`src/rtl/cva6_hpdcache_req_arbiter.sv`:
```
// Shares the HPDcache core request port among NREQ requesters. The arbiter is round-robin
// and holds a grant until the cache accepts it. Responses are routed back by sid, with per-requester throttling.
module cva6_hpdcache_req_arbiter #(
  parameter int unsigned NREQ      = 3,
  parameter int unsigned REQ_W     = 128,
  parameter int unsigned RSP_W     = 96,
  parameter int unsigned SID_W     = 3,
  parameter int unsigned MAX_OUTST = 4
) (
  input  logic                  clk_i,
  input  logic                  rst_i,
  input  logic [NREQ-1:0]       req_valid_i,
  input  logic [NREQ-1:0]       req_need_rsp_i,
  input  logic [NREQ*REQ_W-1:0] req_i,
  output logic [NREQ-1:0]       req_ready_o,
  output logic                  dcache_req_valid_o,
  input  logic                  dcache_req_ready_i,
  output logic [REQ_W-1:0]      dcache_req_o,
  output logic [SID_W-1:0]      dcache_req_sid_o,
  input  logic                  dcache_rsp_valid_i,
  input  logic [SID_W-1:0]      dcache_rsp_sid_i,
  input  logic [RSP_W-1:0]      dcache_rsp_i,
  output logic [NREQ-1:0]       rsp_valid_o,
  output logic [RSP_W-1:0]      rsp_o,
  output logic                  rsp_sid_err_o,
  output logic                  dbg_state_o
);
  localparam int unsigned IDX_W = (NREQ > 1) ? $clog2(NREQ) : 1;
  localparam int unsigned CNT_W = $clog2(MAX_OUTST + 1);

  // Handshake: a request transfers on a cycle where dcache_req_valid_o && dcache_req_ready_i; once
  // valid is raised for a requester the grant stays on it until that transfer happens.
  typedef enum logic {ARB = 1'b0, LOCKED = 1'b1} state_e;

  state_e           state_q;
  logic [IDX_W-1:0] rr_q, lock_idx_q;
  logic [CNT_W-1:0] outst_q [NREQ];

  logic [NREQ-1:0]  elig, inc_v, dec_v;
  logic             arb_found, sel_valid, sel_need, req_accept, sid_known, zero_hit;
  logic [IDX_W-1:0] arb_idx, grant_idx, next_rr;
  logic [REQ_W-1:0] sel_req;

  always_comb begin
    elig = '0;
    for (int i = 0; i < NREQ; i++) begin
      elig[i] = req_valid_i[i] && ((outst_q[i] < CNT_W'(MAX_OUTST)) || !req_need_rsp_i[i]);
    end
  end

  // First eligible requester at or after rr_q, wrapping modulo NREQ.
  always_comb begin : p_arb
    int idx;
    arb_found = 1'b0;
    arb_idx   = '0;
    idx       = 0;
    for (int k = 0; k < NREQ; k++) begin
      idx = int'(rr_q) + k;
      if (idx >= int'(NREQ)) idx = idx - int'(NREQ);
      for (int i = 0; i < NREQ; i++) begin
        if (!arb_found && (i == idx) && elig[i]) begin
          arb_found = 1'b1;
          arb_idx   = IDX_W'(i);
        end
      end
    end
  end

  assign grant_idx = (state_q == LOCKED) ? lock_idx_q : arb_idx;
  assign next_rr   = (grant_idx == IDX_W'(NREQ - 1)) ? '0 : grant_idx + IDX_W'(1);

  always_comb begin
    sel_req   = '0;
    sel_need  = 1'b0;
    sel_valid = 1'b0;
    for (int i = 0; i < NREQ; i++) begin
      if (grant_idx == IDX_W'(i)) begin
        sel_req   = req_i[i*REQ_W +: REQ_W];
        sel_need  = req_need_rsp_i[i];
        sel_valid = req_valid_i[i];
      end
    end
  end

  assign dcache_req_valid_o = (state_q == LOCKED) ? sel_valid : arb_found;
  assign dcache_req_o       = dcache_req_valid_o ? sel_req : '0;
  assign dcache_req_sid_o   = dcache_req_valid_o ? SID_W'(grant_idx) : '0;
  assign req_accept         = dcache_req_valid_o && dcache_req_ready_i;
  assign dbg_state_o        = (state_q == LOCKED);

  always_comb begin
    req_ready_o = '0;
    inc_v       = '0;
    for (int i = 0; i < NREQ; i++) begin
      req_ready_o[i] = req_accept && (grant_idx == IDX_W'(i));
      inc_v[i]       = req_ready_o[i] && sel_need;
    end
  end

  // Responses are never back-pressured; an unknown sid or a response nobody is waiting for is flagged.
  always_comb begin
    rsp_valid_o = '0;
    dec_v       = '0;
    sid_known   = 1'b0;
    zero_hit    = 1'b0;
    for (int i = 0; i < NREQ; i++) begin
      if (dcache_rsp_sid_i == SID_W'(i)) begin
        sid_known      = 1'b1;
        rsp_valid_o[i] = dcache_rsp_valid_i;
        zero_hit       = (outst_q[i] == '0);
        dec_v[i]       = dcache_rsp_valid_i && (outst_q[i] != '0);
      end
    end
    rsp_sid_err_o = dcache_rsp_valid_i && (!sid_known || zero_hit);
  end

  assign rsp_o = dcache_rsp_i;

  always_ff @(posedge clk_i) begin
    for (int i = 0; i < NREQ; i++) begin
      if (rst_i) begin
        outst_q[i] <= '0;
      end else if (inc_v[i] && !dec_v[i]) begin
        outst_q[i] <= outst_q[i] + CNT_W'(1);
      end else if (dec_v[i] && !inc_v[i]) begin
        outst_q[i] <= outst_q[i] - CNT_W'(1);
      end
    end
  end

  always_ff @(posedge clk_i) begin
    if (rst_i) begin
      state_q    <= ARB;
      rr_q       <= '0;
      lock_idx_q <= '0;
    end else begin
      case (state_q)
        ARB: begin
          if (req_accept) begin
            rr_q <= next_rr;
          end else if (dcache_req_valid_o) begin
            lock_idx_q <= arb_idx;
            state_q    <= LOCKED;
          end
        end
        LOCKED: begin
          // A requester dropping valid while locked releases the lock without moving priority.
          if (!dcache_req_valid_o) begin
            state_q <= ARB;
          end else if (dcache_req_ready_i) begin
            rr_q    <= next_rr;
            state_q <= ARB;
          end
        end
        default: state_q <= ARB;
      endcase
    end
  end

  a_ready_onehot0 : assert property (@(posedge clk_i) disable iff (rst_i) $onehot0(req_ready_o));
  a_rsp_onehot0   : assert property (@(posedge clk_i) disable iff (rst_i) $onehot0(rsp_valid_o));
  a_locked_stable : assert property (@(posedge clk_i) disable iff (rst_i)
                      (state_q == LOCKED && dcache_req_valid_o) |-> (dcache_req_o == $past(dcache_req_o)));

endmodule

```
`config.mk`:
```
export PLATFORM = sky130hd
export DESIGN_NAME = cva6_hpdcache_req_arbiter
export DESIGN_NICKNAME = d
export VERILOG_FILES = /design/src/rtl/cva6_hpdcache_req_arbiter.sv
export SDC_FILE = /design/constraint.sdc
export NUM_CORES = 1
export LEC_CHECK = 0
export CORE_AREA = 3 3 285 287
export DETAILED_ROUTE_END_ITERATION = 16
export DIE_AREA = 0 0 288 290
export PLACE_DENSITY_LB_ADDON = 0.1
export SYNTH_ARGS = -nofsm -noshare
export SYNTH_HDL_FRONTEND = slang
export SYNTH_SLANG_ARGS = --single-unit
export TNS_END_PERCENT = 50
```
`constraint.sdc`:
```
create_clock -name clk_i -period 8.96 [get_ports clk_i]
set_clock_uncertainty 0.1 [all_clocks]
set_input_delay 1.792 -clock clk_i [delete_from_list [all_inputs] [get_ports clk_i]]
set_output_delay 1.792 -clock clk_i [all_outputs]
set_load 0.1 [all_outputs]
```
# Yosys cells after proc, flatten, opt, wreduce, memory -nomap -nowiden
# Memories as Yosys holds them, arrays and structs flattened.
# Cells that the tools add are included.
# op_classes
add_sub_neg,12
order_cmp,6
n_eq_ne,13
n_mux,84
bitwise_logic,8
reduce_logical,72
# ops
op,n
2-to-1 mux 128 bit,4
== test 2 x 32 -> 1 bit (first input constant),3
== test 3 x 32 -> 1 bit (first input constant),3
zero test 32 bit,3
2-to-1 mux 32 bit,3
2-to-1 mux 1 bit,56
logical AND 1 bit,37
2-to-1 mux 2 bit,13
zero test 1 bit,18
2-to-1 mux 3 bit,6
zero test 3 bit,4
adder 3 x 1 -> 3 bit (second input constant),3
less-than comparator 3 bit (second input constant),3
nonzero test 3 bit,3
subtractor 3 x 1 -> 3 bit (second input constant),3
subtractor 3 x 2 -> 4 bit (second input constant),2
>= comparator 3 x 2 -> 1 bit (second input constant),2
!= test 2 bit (second input constant),3
OR 1 bit,6
AND reduction 3 bit,2
logical OR 1 bit,4
one-hot mux 2 bit (2 select lines),1
adder 2 x 1 -> 3 bit (second input constant),1
adder 2 x 2 -> 3 bit (second input constant),1
10 further kinds,11
# word_totals
regBits,5
ram_bits,9
in_bits,493
out_inout_bits,236
elab_cells,199
n_memories,1
# memory_table
memory,words,word_bits,read_ports,rd_ports_with_merged_regs,wr,line,rtl
outst_q,3,3,3,0,3,37,logic [CNT_W-1:0] outst_q [NREQ];

# Depth between registers and ports, before layout
# Gate-level depths: netlist of run 1.
# An unclocked memory read counts as a cell.
# depth
ltp_word,54
ltp_mapped,15
depth_no_buf,14

# Worst setup path before layout of run 1
# Ideal clock, no wire load.
# synth_timing
path_type,input -> output
from,input port req_valid_i[0]
to,output port req_ready_o[0]
arrival_ns,5.430
required_time_ns,7.068
slack_ns,1.638
stages,6
n_path_buf,0
path_cell_list,a21bo_2 o22a_1 a21o_1 inv_1 nand2_1 nor3_1
# synth_via
elab_chain_cells,43
word_cells_on_any_way,53
classes_between,eq/ne: 2; mux: 22; reduce/logical: 29
# synth_lines
element,line,rtl
"start, declared",12,"input logic [NREQ-1:0] req_valid_i,"
logical AND 1 bit,47,elig[i] = req_valid_i[i] && ((outst_q[i] < CNT_W'(MAX_OUTST)) || !req_need_rsp_i[i]);
logical AND 1 bit,61,if (!arb_found && (i == idx) && elig[i]) begin
2-to-1 mux 1 bit,61,
zero test 1 bit,61,
logical AND 1 bit (2 in series),61,
2-to-1 mux 1 bit,61,
zero test 1 bit,61,
logical AND 1 bit (2 in series),61,
(+24 left out),-,
2-to-1 mux 2 bit,61,
2-to-1 mux 2 bit,69,assign grant_idx = (state_q == LOCKED) ? lock_idx_q : arb_idx;
zero test 2 bit,77,if (grant_idx == IDX_W'(i)) begin
2-to-1 mux 1 bit (3 in series),77,
2-to-1 mux 1 bit (*),85,assign dcache_req_valid_o = (state_q == LOCKED) ? sel_valid : arb_found;
net dcache_req_valid_o,16,"output logic dcache_req_valid_o,"
logical AND 1 bit (*),88,assign req_accept = dcache_req_valid_o && dcache_req_ready_i;
logical AND 1 bit (*),95,req_ready_o[i] = req_accept && (grant_idx == IDX_W'(i));
"end, declared",15,"output logic [NREQ-1:0] req_ready_o,"
# The timed path passes the listed nets; every way through them passes the cells marked *.

# Final worst setup path of run 1
# layout_timing
from,input port req_valid_i[2]
to,output port dcache_req_o[14]
# layout_via
elab_chain_cells,34
word_cells_on_any_way,46
classes_between,eq/ne: 2; mux: 23; reduce/logical: 21
# layout_lines
element,line,rtl
logical AND 1 bit,47,
logical AND 1 bit,61,
2-to-1 mux 1 bit,61,
zero test 1 bit,61,
logical AND 1 bit (2 in series),61,
2-to-1 mux 1 bit,61,
zero test 1 bit,61,
logical AND 1 bit (2 in series),61,
(+13 left out),-,
zero test 1 bit,61,
logical AND 1 bit (2 in series),61,
2-to-1 mux 2 bit,61,
2-to-1 mux 2 bit,69,
zero test 2 bit,77,
2-to-1 mux 1 bit (3 in series),77,
2-to-1 mux 1 bit,85,
2-to-1 mux 128 bit (*),86,assign dcache_req_o = dcache_req_valid_o ? sel_req : '0;
"end, declared",18,"output logic [REQ_W-1:0] dcache_req_o,"
# Mark *: on every way between the ends. The rest lies on a longest branch, timed or not.

==> flow_summary_export.csv, run 1 <==
group,metric,value,unit
critical_path,crit_path_start_kind,"input pin",
grt,gr-usage-all-layers,0.08536,
synth,ys_seq_area_frac,0.07221,
timing,setup_viol,0,
power,ir_drop,0.1352,mV
synth,synthTopCellsByArea,"mux2_2 (28%), a22oi_1 (19%), buf_4 (14%)",
finish,utilization,0.1374,
synth,synth_common_cells,"nor2_1 (142), a22oi_1 (128), mux2_2 (128), buf_4 (97), clkbuf_1 (32)",
cts,clk_path_buf_depth,2,
cts,h-tree-depth,1,
critical_path,crit_slowest_cell,"clkdlybuf4s50_1",
grt,grt_max_degree,107,
synth,yosys.cell_types.count,54,
finish,fillers,9060,
timing,hold_viol_final,0,
status,outcome,"finished clean",
power,power.switching,0.001908,W
power,combPwrFrac,0.935,
cts,tritoncts,"done",
cts,cts_buffers,3,
routing,drtIter0Drc,191,
placement,dpl.hpwl,31140,um
synth,synth_area,0.005129,mm2
critical_path,critical-path-top-delay-family,"buffers and inverters",
placement,place_congestion,0.7169,
synth,avgSynthCellArea,7.454,um2
power,p_int,0.0007960,W
critical_path,path_common_cell,"clkdlybuf4s50_1",
critical_path,crit_fanout,16,
floorplan,rows,103,
finish,area_growth,111.4,%
timing,timing.fmax,0.1319,GHz
timing,finalCritPeriodShare,0.8465,
synth,synth_seq_cells,14,
critical_path,worst_ep_required_time,7.07,ns
synth,synth.most_common_cell,"nor2_1",
grt,grt_pass1_vias,7234,
critical_path,critPathArrivalTime,5.69,ns
floorplan,die_area,0.08352,mm2
timing,maxSlewHeadroom,0.2935,
critical_path,crit_type,"in2out",
power,switching_share,0.7056,
cts,cts_setup_buffers,0,
synth,async_flop_share,0,
finish,final_cell_area,0.01084,mm2
routing,vias_per_cell,3.113,
power,power_frac_seq,0.032,
min_path,hp-class,"reg2reg",
job,max_cap_viol_count,0,
power,cellLeakagePower,4.030,nW
floorplan,die_h,290,um
synth,synth_largest_area_cell,"mux2_2",
floorplan,core_area,0.07887,mm2
routing,drc_errors,0,
routing,finalWirelength,38050,um
synth,synth_nets,1192,
finish,layout-drive-gt1-share,0.2341,
placement,io_buffer_count,535,
finish,nNetsFinal,1590,
cts,clk_pin_slew,0.05,ns
timing,rsz0062_at_grt,"false",
grt,antenna_found_initial,1,
placement,place_area,0.01076,mm2
power,p_clk_frac,0.033,
synth,synth_flop_cell,"edfxtp_1",
floorplan,initial_core_util,0.06503,
routing,final_antenna_net_count,0,
floorplan,die_w,288,um
critical_path,path_cells,"clkdlybuf4s50_1 -> a21boi_1 -> o221a_2 -> o21ai_0 -> a21oi_4 -> buf_4 -> mux2_2 -> a22oi_1 -> nor2_1 -> clkdlybuf4s50_1",
cts,clkLatencyLatePin,0.25,ns
routing,drt-pass1-iter-count,4,
timing,timing.setup.tns,0,ns
routing,vias,6649,
cts,root_buffer,"clkbuf_16",
timing,tightest_slew,1.056,ns
critical_path,end_kind,"primary output",
cts,ctsHoldBuffers,0,
synth,synth_edf_count,9,
timing,maxSlewViolCount,0,
synth,yosys_warnings,0,
synth,synth_top_area_frac,0.2810,
cts,cts_resized,0,
power,power_density,249.4,mW/mm2
grt,overflow,0,
synth,syn_inst,688,
floorplan,ioPinCount,729,
grt,grt_first_pass_wirelength,52960,um
cts,cts_sinks,14,
timing,period_minus_slack,7.584,ns
routing,wl_per_cell,17.81,um
critical_path,worst-path-buf-inv,3,
critical_path,cpPeakStageDelay,1.00,ns
==> registers in the layout (all words and copies together) (netlist names) <==
signal / cells
outst_q: 9
lock_idx_q: 2
rr_q: 2
dbg_state_o: 1
==> power groups by stage <==
stage	Sequential, W	Combinational, W	Clock, W
after floorplan	0.0000866	0.00206	0
after global placement	0.0000883	0.00259	0
after detailed placement	0.0000876	0.00257	0
after CTS	0.0000863	0.00258	0.0000944
after global routing	0.0000872	0.00265	0.0000971
final	0.0000858	0.00253	0.0000901
==> cells by family (layout without fill, tap and decap cells) <==
family | Yosys count | in the layout | synth area share
simple gates | 194 | 194 | 0.1625
buf+inv | 168 | 565 | 0.2005
compound gates | 165 | 165 | 0.2408
mux | 132 | 132 | 0.2898
flops | 14 | 14 | 0.07221
fa+ha+maj | 11 | 11 | 0.02830
xor+xnor | 3 | 3 | 0.005124
other cells | 1 | 2 | 0.0007312
==> worst register-to-register path, stage by stage (launching register included) <==
cell and delay (ns):
dfxtp_1 0.39, inv_1 0.08, ha_1 0.40, o21ai_2 0.19, mux2_4 0.32, o31a_2 0.38
buf_12 0.21, a31oi_1 0.44, nand2b_1 0.12, fa_1 0.45, xnor2_1 0.19, nor2_1 0.06
nand2_1 0.08, o21ai_0 0.07
==> metal layers <==
layer	routed length, um	vias up	part of all wire	track usage
li1	-	3187	-	-
met1	13350	3087	0.35	0.08658
met2	21250	333	0.56	0.1738
met3	2923	40	0.077	0.02278
met4	508	2	0.013	0.01199
met5	13	-	0.00034	0
==> stage by stage <==
step / hold slack, ns / power (W) / std cells / setup WS, ns
global route: 0.4506 / 0.002830 / 2135 / 1.068
CTS: 0.4216 / 0.002756 / 2135 / 1.273
finish: 0.4224 / 0.002704 / 2136 / 1.376
detailed placement: 0.4142 / 0.002657 / 2131 / 1.288
floorplan: 0.3656 / 0.002149 / 688 / 1.638
global placement: 0.4274 / 0.002674 / 2131 / 1.318
==> final cells by class <==
class	count	area (um2)	area share
antenna	1	2.502	0.0002308
inverter	12	45.04	0.004155
sequential	14	370.4	0.03416
clock buffer	3	75.07	0.006925
multi-input combinational	506	3757	0.3466
clock inverter	1	3.754	0.0003463
tap	1050	1314	0.1212
timing repair buffer	549	5273	0.4864
==> placed cells by master (no fill, tap or decap), types with 4 or more instances in the layout <==
cell type and count:
nand2b_1 10, nand2_1 11, dfxtp_1 5, nor2_1 141, ha_1 10, nor3_1 8
edfxtp_1 9, inv_1 12, buf_12 4, o21ai_0 4, buf_4 105, nand3b_1 4
clkdlybuf4s50_1 440, a22oi_1 128, and3_1 5, a21oi_1 8, mux2_2 128
==> worst paths after layout <==
path                   from          endpoint  slack, ns  cells past startpoint
max          req_valid_i[2]  dcache_req_o[14]       1.38                     10
max reg2reg         rr_q[0]     outst_q[2][2]       5.21                     13
min reg2reg   lock_idx_q[0]     lock_idx_q[0]       0.42                      2
min           lock_idx_q[0]     lock_idx_q[0]       0.42                      2
No activity file was read; power rests on OpenSTA's default activity.
==> run 2, diff against run 1 <==
--- a/config.mk
+++ b/config.mk
@@ -5,9 +5,9 @@
 export SDC_FILE = /design/constraint.sdc
 export NUM_CORES = 1
 export LEC_CHECK = 0
-export CORE_AREA = 3 3 285 287
+export CORE_AREA = 3 3 279 281
 export DETAILED_ROUTE_END_ITERATION = 16
-export DIE_AREA = 0 0 288 290
+export DIE_AREA = 0 0 282 284
 export PLACE_DENSITY_LB_ADDON = 0.1
 export SYNTH_ARGS = -nofsm -noshare
 export SYNTH_HDL_FRONTEND = slang
==> constraint.sdc (replaced) <==
create_clock -name clk_i -period 7.3 [get_ports clk_i]
set_clock_uncertainty 0.1 [all_clocks]
set_input_delay 1.46 -clock clk_i [delete_from_list [all_inputs] [get_ports clk_i]]
set_output_delay 1.46 -clock clk_i [all_outputs]
set_load 0.1 [all_outputs]
==> run 2 against run 1 <==
Net effect:
- sequential power increased by 21%
- global-route usage hardly changed
- power up 31%
- die area fell by 4.1%
- sequential cell count is the same
- non-clock buffer count down 1
- first-iteration DRC count rose by 18%
- setup slack worse by 0.22 ns
- via count up 0.35%
- combinational power up 31%
- hold slack improved by 0.0027 ns
==> flow_summary_export.csv, run 2 (synthesis gave the netlist of run 1 again) <==
group,metric,value,unit
min_path,holdPathStages,2,
cts,tritoncts,"done",
cts,root_buffer,"clkbuf_16",
timing,setup_ws,1.156,ns
critical_path,crit_path_start,"req_valid_i[2]",
finish,final_cell_area,0.01128,mm2
critical_path,crit_type,"in2out",
finish,final_cell_mix,"clkdlybuf4s50_1 (401), nor2_1 (141), mux2_2 (128), a22oi_1 (128), buf_4 (93)",
power,power_density,314.1,mW/mm2
floorplan,ioPinCount,729,
finish,largest_reg_flops,9,
critical_path,worst_ep_required_time,5.74,ns
critical_path,critPathArrivalTime,4.58,ns
timing,rsz0062_at_grt,"false",
routing,finalWirelength,36950,um
cts,cts_resized,0,
job,max_cap_viol_count,0,
floorplan,rows,101,
cts,clk_pin_slew,0.05,ns
cts,h-tree-depth,1,
critical_path,crit_path_start_kind,"input pin",
critical_path,end_kind,"primary output",
timing,finalCritPeriodShare,0.8417,
cts,cts_setup_buffers,0,
timing,maxSlewHeadroom,0.3133,
floorplan,die_area,0.08009,mm2
critical_path,crit_fanout,20,
timing,tightest_slew,1.027,ns
grt,grt_max_degree,136,
cts,clk_path_buf_depth,2,
placement,place_area,0.01119,mm2
finish,utilization,0.1491,
finish,mostFrequentLayoutCell,"clkdlybuf4s50_1",
placement,dpl.hpwl,29590,um
placement,io_buffer_count,535,
cts,ctsHoldBuffers,0,
grt,antenna_found_initial,3,
critical_path,rr_worst_depth,13,
grt,grt_pass1_vias,7111,
timing,timing.fmax,0.1628,GHz
cts,clkLatencyLatePin,0.25,ns
power,ir_drop,0.1869,mV
placement,place_congestion,0.7389,
floorplan,die_w,282,um
cts,cts_sinks,14,
min_path,hp-class,"reg2reg",
routing,final_antenna_net_count,0,
critical_path,reg2reg_from,"rr_q[0]",
timing,maxSlewViolCount,0,
finish,layout-drive-gt1-share,0.2703,
timing,hold_viol_final,0,
routing,drc_errors,0,
timing,timing.setup.tns,0,ns
grt,grt_first_pass_wirelength,50650,um
finish,reg.largest.list,"outst_q (9), lock_idx_q (2), rr_q (2)",
routing,wl_per_cell,17.90,um
timing,setup_viol,0,
finish,regMostFlops,"outst_q",
finish,area_growth,120.0,%
grt,overflow,0,
floorplan,initial_core_util,0.06775,
routing,drt-pass1-iter-count,5,
timing,period_minus_slack,6.144,ns
finish,nNetsFinal,1589,
power,cellLeakagePower,4.277,nW
grt,gr-usage-all-layers,0.08566,
routing,vias_per_cell,3.233,
cts,cts_buffers,3,
routing,drtIter0Drc,225,
floorplan,core_area,0.07570,mm2
min_path,min-delay-start,"lock_idx_q[0]",
routing,vias,6672,
status,outcome,"finished clean",
floorplan,die_h,284,um
placement,post-place-ws,1.082,ns
run 2: worst paths after layout:
check,endpoint,slack (ns)
worst max-delay path,dcache_req_o[72],1.16
worst min-delay path,lock_idx_q[0],0.43
worst max register to register,outst_q[2][2],3.53
worst min register to register,lock_idx_q[0],0.43
run 2: stage by stage:
step	hold slack, ns	power (W)	instances
after floorplan	0.3656	0.002637	688
after global placement	0.4320	0.003490	2058
after detailed placement	0.4224	0.003472	2058
after CTS	0.4305	0.003603	2062
after global routing	0.4669	0.003699	2063
final	0.4251	0.003544	2064
run 2: layout make-up:
cell class / count / area, um2
fillers: 8584 / 64410
repair buffers: 548 / 5793
multi-input cells: 506 / 3757
well taps: 978 / 1224
flip-flops and latches: 14 / 370.4
clock buffers: 4 / 88.84
inverters: 12 / 45.04
diodes: 2 / 5.005
run 2: report_power, final:
part	leakage, nW	total [W]	internal, W	switching, W
Sequential	0.135	0.000104	0.0000944	0.00000983
Combinational	4.10	0.00332	0.000992	0.00233
Clock	0.0442	0.000120	0.0000833	0.0000366
Total	4.28	0.00354	0.00117	0.00237
run 2: worst max-delay path: stages:
cell and delay, ns:
clkdlybuf4s50_1 0.56, a21boi_1 0.29, o221a_2 0.24, o21ai_0 0.14, a21oi_4 0.47, buf_12 0.25, buf_4 0.20, mux2_2 0.34
a22oi_1 0.27, nor2_1 0.07, buf_4 0.26
run 2: layer usage:
layer,track usage,part of all wire,vias to the layer above
li1,-,-,3185
met1,0.07999,0.33,3079
met2,0.1731,0.55,341
met3,0.02731,0.084,65
met4,0.02547,0.031,2
met5,0,0.00035,-
==> run 3, diff against run 2 <==
--- a/config.mk
+++ b/config.mk
@@ -5,9 +5,9 @@
 export SDC_FILE = /design/constraint.sdc
 export NUM_CORES = 1
 export LEC_CHECK = 0
-export CORE_AREA = 3 3 279 281
+export CORE_AREA = 3 3 280 282
 export DETAILED_ROUTE_END_ITERATION = 16
-export DIE_AREA = 0 0 282 284
+export DIE_AREA = 0 0 283 285
 export PLACE_DENSITY_LB_ADDON = 0.1
 export SYNTH_ARGS = -nofsm -noshare
 export SYNTH_HDL_FRONTEND = slang
==> constraint.sdc (replaced) <==
create_clock -name clk_i -period 5.3 [get_ports clk_i]
set_clock_uncertainty 0.1 [all_clocks]
set_input_delay 1.06 -clock clk_i [delete_from_list [all_inputs] [get_ports clk_i]]
set_output_delay 1.06 -clock clk_i [all_outputs]
set_load 0.1 [all_outputs]
==> run 3 against run 2 <==
Net effect:
- sequential cell count unchanged
- count of clock-buffer cells in the layout unchanged
- die area up 0.71%
- largest cell class unchanged
- utilization up 1.7 points
- critical path depth unchanged
- setup slack worse by 0.86 ns
- register-to-register slack worse by 2.1 ns
- hold slack better by 0.0072 ns
- final cell count up 3.2%
==> flow_summary_export.csv, run 3 (synthesis gave the netlist of run 1 again) <==
group,metric,value,unit
status,outcome,"finished clean",
critical_path,reg2reg_from,"rr_q[0]",
critical_path,end_kind,"primary output",
critical_path,worst-path-buf-inv,4,
power,power.switching,0.003417,W
min_path,min-delay-start,"lock_idx_q[0]",
routing,finalWirelength,39720,um
critical_path,worst_ep_required_time,4.14,ns
routing,drt-pass1-iter-count,4,
placement,dpl.hpwl,33960,um
cts,h-tree-depth,1,
finish,multiInputGateArea,0.003762,mm2
grt,antenna_found_initial,2,
grt,overflow,0,
finish,fillers,8583,
cts,ctsHoldBuffers,0,
power,finalPower,0.005556,W
critical_path,rrSetupSlack,1.44,ns
floorplan,die_area,0.08066,mm2
power,p_int,0.002139,W
floorplan,initial_core_util,0.06753,
grt,grt_first_pass_wirelength,55110,um
timing,maxSlewViolCount,0,
critical_path,path_common_cell,"buf_12",
routing,vias_per_cell,3.164,
cts,clk_pin_slew,0.06,ns
cts,root_buffer,"clkbuf_16",
cts,cts_buffers,3,
floorplan,die_w,283,um
critical_path,critical-path-top-delay-family,"buffers and inverters",
critical_path,crit_path_start_kind,"input pin",
critical_path,path_depth,11,
floorplan,core_area,0.07595,mm2
timing,timing.fmax,0.1998,GHz
critical_path,rr_worst_depth,14,
finish,seqCellArea,370.4,um2
job,max_cap_viol_count,0,
min_path,hp-class,"reg2reg",
routing,vias,6742,
critical_path,path_cells,"clkdlybuf4s50_1 -> a21boi_1 -> o221a_2 -> o21ai_0 -> a21oi_4 -> buf_12 -> buf_12 -> mux2_2 -> a22oi_1 -> nor2_1 -> buf_12",
timing,maxSlewHeadroom,0.3198,
cts,clk_path_buf_depth,2,
placement,dp_cells,2127,
routing,drc_errors,0,
routing,wl_per_cell,18.64,um
timing,timing.setup.tns,0,ns
timing,rsz0062_at_grt,"false",
power,combPwrFrac,0.946,
finish,fin_cells,2131,
critical_path,cpPeakStageDelay,0.53,ns
timing,finalCritPeriodShare,0.9443,
finish,antenna_cells,0,
grt,grt_max_degree,72,
cts,tritoncts,"done",
power,ir_drop,0.2076,mV
critical_path,crit_slowest_cell,"clkdlybuf4s50_1",
timing,hold_viol_final,0,
cts,clkLatencyLatePin,0.25,ns
min_path,holdPathStages,2,
timing,setup_viol,0,
floorplan,rows,101,
finish,layout-drive-gt1-share,0.2852,
finish,utilization,0.1658,
power,cellLeakagePower,4.714,nW
floorplan,die_h,285,um
finish,reg.largest.list,"outst_q (9), lock_idx_q (2), rr_q (2)",
finish,largest_reg_flops,9,
routing,final_antenna_net_count,0,
critical_path,r2r_end,"outst_q[2][2]",
cts,cts_setup_buffers,0,
power,power_density,441.1,mW/mm2
cts,cts_sinks,14,
placement,place_congestion,0.7696,
timing,tightest_slew,1.017,ns
critical_path,crit_fanout,25,
finish,mostFrequentLayoutCell,"clkdlybuf4s50_1",
finish,regMostFlops,"outst_q",
timing,period_minus_slack,5.005,ns
finish,nNetsFinal,1606,
placement,io_buffer_count,535,
power,p_clk_frac,0.028,
critical_path,crit_type,"in2out",
min_path,hold_path_end,"lock_idx_q[0]",
cts,cts_resized,0,
finish,final_cell_area,0.01259,mm2
finish,final_cell_mix,"clkdlybuf4s50_1 (397), buf_12 (145), nor2_1 (141)",
placement,place_area,0.01252,mm2
power,power_frac_seq,0.026,
critical_path,critPathArrivalTime,3.84,ns
grt,gr-usage-all-layers,0.09195,
routing,drtIter0Drc,150,
finish,area_growth,145.6,%
floorplan,ioPinCount,729,
power,switching_share,0.6150,
grt,grt_pass1_vias,7252,
-- run 3: cell types whose count changed in the layout (fill, tap and decap cells not counted), sizes merged --
cell           previous run  this run
diode                     2         0
clkdlybuf4s50           401       397
buf                     147       168
-- run 3: how the worst max path moves through the flow --
stage                            end            from  slack (ns)
floorplan             req_ready_o[1]  req_valid_i[0]        0.21
global placement    dcache_req_o[78]  req_valid_i[0]        0.21
detailed placement  dcache_req_o[78]  req_valid_i[0]        0.27
CTS                 dcache_req_o[78]  req_valid_i[0]        0.25
global route        dcache_req_o[32]  req_valid_i[2]        0.08
finish              dcache_req_o[14]  req_valid_i[2]        0.30
-- run 3: tightest hold or removal path, cell delays in order, from the launching register on --
cell,delay (ns)
dfxtp_1,0.36
nand2_1,0.07
a21oi_1,0.05
-- run 3: metrics by stage --
| stage | hold slack [ns] | setup WS [ns] |
|---|---|---|
| after global routing | 0.4764 | 0.08015 |
| after floorplan | 0.3656 | 0.2127 |
| after global placement | 0.4492 | 0.2142 |
| after CTS | 0.4357 | 0.2542 |
| after detailed placement | 0.4263 | 0.2683 |
| final | 0.4323 | 0.2954 |
-- run 3: cell type report --
type                            instances  area share
Clock buffer                            4    0.006259
Sequential cell                        14     0.02941
Inverter                               12    0.003576
Tap cell                             1030      0.1023
Timing Repair Buffer                  565      0.5597
Multi-Input combinational cell        506      0.2987
-- run 3: power by group through the flow --
stage / Clock, W / Sequential (W) / Combinational, W
floorplan: 0 / 0.000146 / 0.00349
global placement: 0 / 0.000147 / 0.00536
detailed placement: 0 / 0.000147 / 0.00533
CTS: 0.000161 / 0.000145 / 0.00534
global route: 0.000164 / 0.000146 / 0.00547
finish: 0.000154 / 0.000144 / 0.00526
-- run 3: layer usage --
layer	part of all wire	GRT usage	vias to the layer above
met5	0.00033	0	-
met2	0.56	0.1844	386
li1	-	-	3225
met4	0.0038	0.005717	2
met3	0.10	0.04005	14
met1	0.34	0.08976	3115
==> edit 1, RTL diff (settings of run 2) <==
Set the parameter `REQ_W` to 124 (it was 128).
--- a/src/rtl/cva6_hpdcache_req_arbiter.sv
+++ b/src/rtl/cva6_hpdcache_req_arbiter.sv
@@ -2,7 +2,7 @@
 // and holds a grant until the cache accepts it. Responses are routed back by sid, with per-requester throttling.
 module cva6_hpdcache_req_arbiter #(
   parameter int unsigned NREQ      = 3,
-  parameter int unsigned REQ_W     = 128,
+  parameter int unsigned REQ_W     = 124,
   parameter int unsigned RSP_W     = 96,
   parameter int unsigned SID_W     = 3,
   parameter int unsigned MAX_OUTST = 4
Ports: changed (resized dcache_req_o and req_i); port bits go from 729 to 713. No check against the original RTL was run, so the function may have changed too.
==> edit 1 against run 2 <==
- design area down 6.4%
- area after synthesis is 1.2% lower
- first-iteration DRC count decreased by 35%
- power fell by 17%
- routed wire length down 1.1%
- cell count shrank 1.8%
- sequential cell count did not move
- setup slack got worse by 0.15 ns
- critical endpoint is now dcache_req_o[91]
- largest power group unchanged
- highest routed layer is now met4
==> edit 1: results (changes against run 2) <==
* Status: completed (unchanged)
* Post-synthesis sequential area ratio at 7.31% (was 7.22%)
* Vias in the first global route at 6874 (was 7111)
* DP Worst Slack at 0.954 ns (was 1.08 ns)
* Length in cells of the worst reg-to-reg path at 12 (was 13)
* Post-synth top cells: nor2_1 (138), mux2_2 (126), a22oi_1 (124) (was nor2_1 (142), a22oi_1 (128), mux2_2 (128))
* Post-route clock period utilization at 86.2% (was 84.2%)
* Placed cell count at 2022 (was 2058)
* Fillers at 8685 (was 8584)
* Largest net degree at the start of global routing at 127 (was 136)
* WL per Instance at 18.0 microns (was 17.9 microns)
* Routed vias at 6496 (was 6672)
* Skew-Pair Late Insertion Delay at 0.25 ns (about the same)
* Total GRT Usage at 8.34% (was 8.57%)
* Net count after synthesis at 1162 (was 1192)
* Worst vdd ir at 0.168 mV (was 0.187 mV)
* Leak at 3.97 nW (was 4.28 nW)
* Vias per cell at 3.20 (was 3.23)
* Kind of cell adding the most delay to the critical path: multiplexers (was compound AO/OA/AOI/OAI gates)
* Initial DRT Pass Iterations at 4 (was 5)
* Slew @ Worst Pin at 1.05 ns (was 1.03 ns)
* Final net count at 1541 (was 1589)
* Mean Syn Cell Area at 7.56 sq um (was 7.45 sq um)
* CP max stage delay at 0.67 ns (was 0.56 ns)
* Synth area leaders: mux2_2 (28%), a22oi_1 (18%), buf_4 (15%) (was mux2_2 (28%), a22oi_1 (19%), buf_4 (14%))
* Worst Hold Endpoint: lock_idx_q[1] (was lock_idx_q[0])
* CP max-delay cell: mux2_8 (was clkdlybuf4s50_1)
* Initial antenna violation count at 1 (was 3)
* Warnings, synthesis at 0 (unchanged)
* Placed cell area at 10500 sq um (was 11200 sq um)
* Worst reg-to-reg setup slack at 3.35 ns (was 3.53 ns)
* Input/output buffers at 519 (was 535)
* First-pass GRT wire length at 49400 microns (was 50700 microns)
* Hold Startpoint: lock_idx_q[1] (was lock_idx_q[0])
* GP Congestion at 0.720 (was 0.739)
* Share of cells above drive strength 1 at 26.6% (was 27.0%)
* DPL Wire Length at 29200 microns (was 29600 microns)
edit 1: logic make-up (layout without fill, tap and decap cells):
group | count (synthesis) | count (layout) | share of synthesized area, %
fa+ha+maj | 11 | 11 | 2.86
xor+xnor | 4 | 4 | 0.691
buf+inv | 169 | 547 | 20.8
mux | 131 | 131 | 29.0
simple gates | 184 | 184 | 16.1
flops | 14 | 14 | 7.31
compound gates | 156 | 156 | 23.2
other cells | 1 | 2 | 0.0740
edit 1: report_power, final:
part / leakage (nW) / switching (mW) / internal, mW
clock network: 0.0385 / 0.0391 / 0.0729
registers: 0.135 / 0.00820 / 0.0928
logic: 3.80 / 2.01 / 0.731
total: 3.97 / 2.06 / 0.897
edit 1: layer usage:
metal / global-route usage (%) / share of wire [%] / up-vias / wire (microns)
met4: 1.36 / 1.2 / 0 / 435
met3: 2.91 / 10 / 20 / 3780
met5: 0 / 0 / - / 0
met1: 8.05 / 34 / 3001 / 12500
li1: - / - / 3079 / -
met2: 16.9 / 54 / 396 / 19900
edit 1: area by class of cell:
type / count / area, sq um / area share (%)
flip-flops and latches: 14 / 370 / 3.51
well taps: 978 / 1220 / 11.6
multi-input cells: 487 / 3680 / 34.9
repair buffers: 528 / 5140 / 48.7
diodes: 1 / 2.50 / 0.0237
clock inverters: 1 / 3.75 / 0.0356
clock buffers: 3 / 75.1 / 0.711
inverters: 15 / 58.8 / 0.557
edit 1: worst max-delay path by stage:
stage	from	endpoint	cells past startpoint
after detailed placement	req_valid_i[1]	dcache_req_o[77]	10
after floorplan	req_valid_i[2]	req_ready_o[0]	7
after CTS	req_valid_i[1]	dcache_req_o[77]	10
final	req_valid_i[1]	dcache_req_o[91]	10
after global routing	req_valid_i[1]	dcache_req_o[45]	10
after global placement	req_valid_i[1]	dcache_req_o[109]	10
==> edit 2, RTL diff (config.mk and constraints of run 2) <==
Made on the original files. Put a register stage on the output `dbg_state_o`. The value now appears one clock later. The other outputs are not delayed to match.
--- a/src/rtl/cva6_hpdcache_req_arbiter.sv
+++ b/src/rtl/cva6_hpdcache_req_arbiter.sv
@@ -86,7 +86,9 @@
   assign dcache_req_o       = dcache_req_valid_o ? sel_req : '0;
   assign dcache_req_sid_o   = dcache_req_valid_o ? SID_W'(grant_idx) : '0;
   assign req_accept         = dcache_req_valid_o && dcache_req_ready_i;
-  assign dbg_state_o        = (state_q == LOCKED);
+  always_ff @(posedge clk_i) begin
+    dbg_state_o <= (state_q == LOCKED);
+  end
 
   always_comb begin
     req_ready_o = '0;
Check against the original RTL: not equivalent (Yosys sat finds a counterexample within 4 cycles, from zero or initial values and one cycle with rst_i high).
==> edit 2 against run 2 <==
- power down 0.67%
- clock power decreased by 6%
- sequential cell count up 1
- design area decreased by 0.44%
- cell count rose by 0.39%
- hold slack lost 0.028 ns
- routed wire length up 1.3%
- setup slack improved by 0.0027 ns
- critical endpoint is now dcache_req_o[41]
- sequential power up 7%
- area after synthesis rose by 0.39%
- largest power group unchanged
- highest routed layer is now met4
- core utilization is 0.066 points lower
==> edit 2: results (changes against run 2) <==
* Post-Route WL at 37400 microns (was 37000 microns)
* Skew-Pair Late Insertion Delay at 0.25 ns (about the same)
* First-pass GRT wire length at 51200 microns (was 50700 microns)
* Synth area leaders: mux2_2 (28%), a22oi_1 (19%), buf_4 (14%) (unchanged)
* CP max-delay cell: clkdlybuf4s50_1 (unchanged)
* Crit path to: dcache_req_o[41] (was dcache_req_o[72])
* Length in cells of the worst reg-to-reg path at 14 (was 13)
* Critical Path Fanout Max at 29 (was 20)
* DPL Wire Length at 31200 microns (was 29600 microns)
* FF-to-FF Start: rr_q[0] (unchanged)
* Fillers at 8599 (was 8584)
* Worst hold path type: register to register (unchanged)
* Slew @ Worst Pin at 0.995 ns (was 1.03 ns)
* Post-CTS setup buffers at 0 (unchanged)
* Iter 0 DRT Violations at 189 (was 225)
* DRT antenna net count at 0 (unchanged)
* DRC viols at 0 (unchanged)
* Worst reg2reg path endpoint: outst_q[2][2] (unchanged)
* Vias in the first global route at 7159 (was 7111)
* Async SR Flop Fraction at 0% (unchanged)
* Top Registers: outst_q (9), lock_idx_q (2), rr_q (2) (unchanged)
* CP arrival at 4.58 ns (about the same)
* Net count after synthesis at 1193 (was 1192)
* EDFF count, synth at 9 (unchanged)
* Initial antenna violation count at 2 (was 3)
* Total GRT Usage at 8.67% (was 8.57%)
* Worst hold slack at 0.398 ns (was 0.425 ns)
* PostCTS Resize Cnt at 0 (unchanged)
* Total CTS buffers at 3 (unchanged)
* Kind of cell adding the most delay to the critical path: buffers and inverters (was compound AO/OA/AOI/OAI gates)
* Worst vdd ir at 0.159 mV (was 0.187 mV)
* Final net count at 1597 (was 1589)
* Xor/xnor share of the synthesized area at 0.510% (was 0.512%)
* Post-synth top cells: nor2_1 (142), a22oi_1 (128), mux2_2 (128) (unchanged)
* GP Congestion at 0.718 (was 0.739)
* Input/output buffers at 535 (unchanged)
* Root Buffer: clkbuf_16 (unchanged)
* Share of cells above drive strength 1 at 27.4% (was 27.0%)
* Fraction of synthesized area in multiplexers at 28.9% (was 29.0%)
* Post-synthesis sequential area ratio at 7.58% (was 7.22%)
* Compound-Gate Fraction of Synth Area at 24.0% (was 24.1%)
* Routed vias at 6656 (was 6672)
* Largest net degree at the start of global routing at 136 (unchanged)
* CP max stage delay at 0.54 ns (was 0.56 ns)
* Status: completed (unchanged)
* Post-synthesis adder-cell area fraction at 2.82% (was 2.83%)
* Synthesized netlist cell count at 689 (was 688)
* Leak at 4.28 nW (about the same)
* Worst setup path start: req_need_rsp_i[1] (was req_valid_i[2])
* Reg clk slew, reported paths at 0.05 ns (about the same)
* Clk buf depth at 2 (unchanged)
* Main synth FF type: edfxtp_1 (unchanged)
* Warnings, synthesis at 0 (unchanged)
* H-Tree Depth at 1 (unchanged)
* Initial DRT Pass Iterations at 4 (was 5)
* Post-Layout Cell Count at 2072 (was 2064)
* Post-synth cell types at 54 (unchanged)
* Worst reg-to-reg setup slack at 3.20 ns (was 3.53 ns)
[edit 2: changes by cell type after synthesis]
| cell | run 2 | this run |
|---|---|---|
| dfxtp_1 | 5 | 6 |
[edit 2: report_power, final]
part | internal [mW] | total (mW) | switching, mW
clock network | 0.0743 | 0.113 | 0.0388
registers | 0.100 | 0.111 | 0.0104
logic | 0.965 | 3.30 | 2.33
total | 1.14 | 3.52 | 2.38
[edit 2: logic make-up after synthesis]
logic type | after synthesis
compound gates | 165
mux | 132
other cells | 1
flops | 15
xor+xnor | 3
buf+inv | 168
fa+ha+maj | 11
simple gates | 194
[edit 2: how the worst min path moves through the flow]
stage	startpoint	to	cells past startpoint
3_5_place_dp	lock_idx_q[0]	lock_idx_q[0]	2
3_3_place_gp	lock_idx_q[0]	lock_idx_q[0]	2
2_1_floorplan	state_q	dbg_state_o	0
5_1_grt	state_q	dbg_state_o	0
4_1_cts	state_q	dbg_state_o	0
6_report	state_q	dbg_state_o	0
[edit 2: cell type report]
cell class | count | area share (%)
inverter | 12 | 0.401
timing repair buffer | 555 | 51.0
tap | 978 | 10.9
sequential | 15 | 3.48
clock buffer | 4 | 0.702
antenna | 2 | 0.0446
multi-input combinational | 506 | 33.4
[edit 2: per-layer routing]
metal	track usage, %	wire (microns)
met5	0	0
met4	2.29	784
met3	2.41	2920
met2	17.6	21100
met1	8.40	12600
[edit 2: metrics by stage]
stage | area [sq um] | total power [mW] | util [%] | setup slack [ns]
after floorplan | 5150 | 2.64 | - | 0.642
after global placement | 11100 | 3.48 | 14.7 | 1.11
after detailed placement | 11100 | 3.46 | 14.7 | 1.08
after CTS | 11200 | 3.59 | 14.8 | 1.06
after global routing | 11200 | 3.68 | 14.8 | 0.934
final | 11200 | 3.52 | 14.8 | 1.16
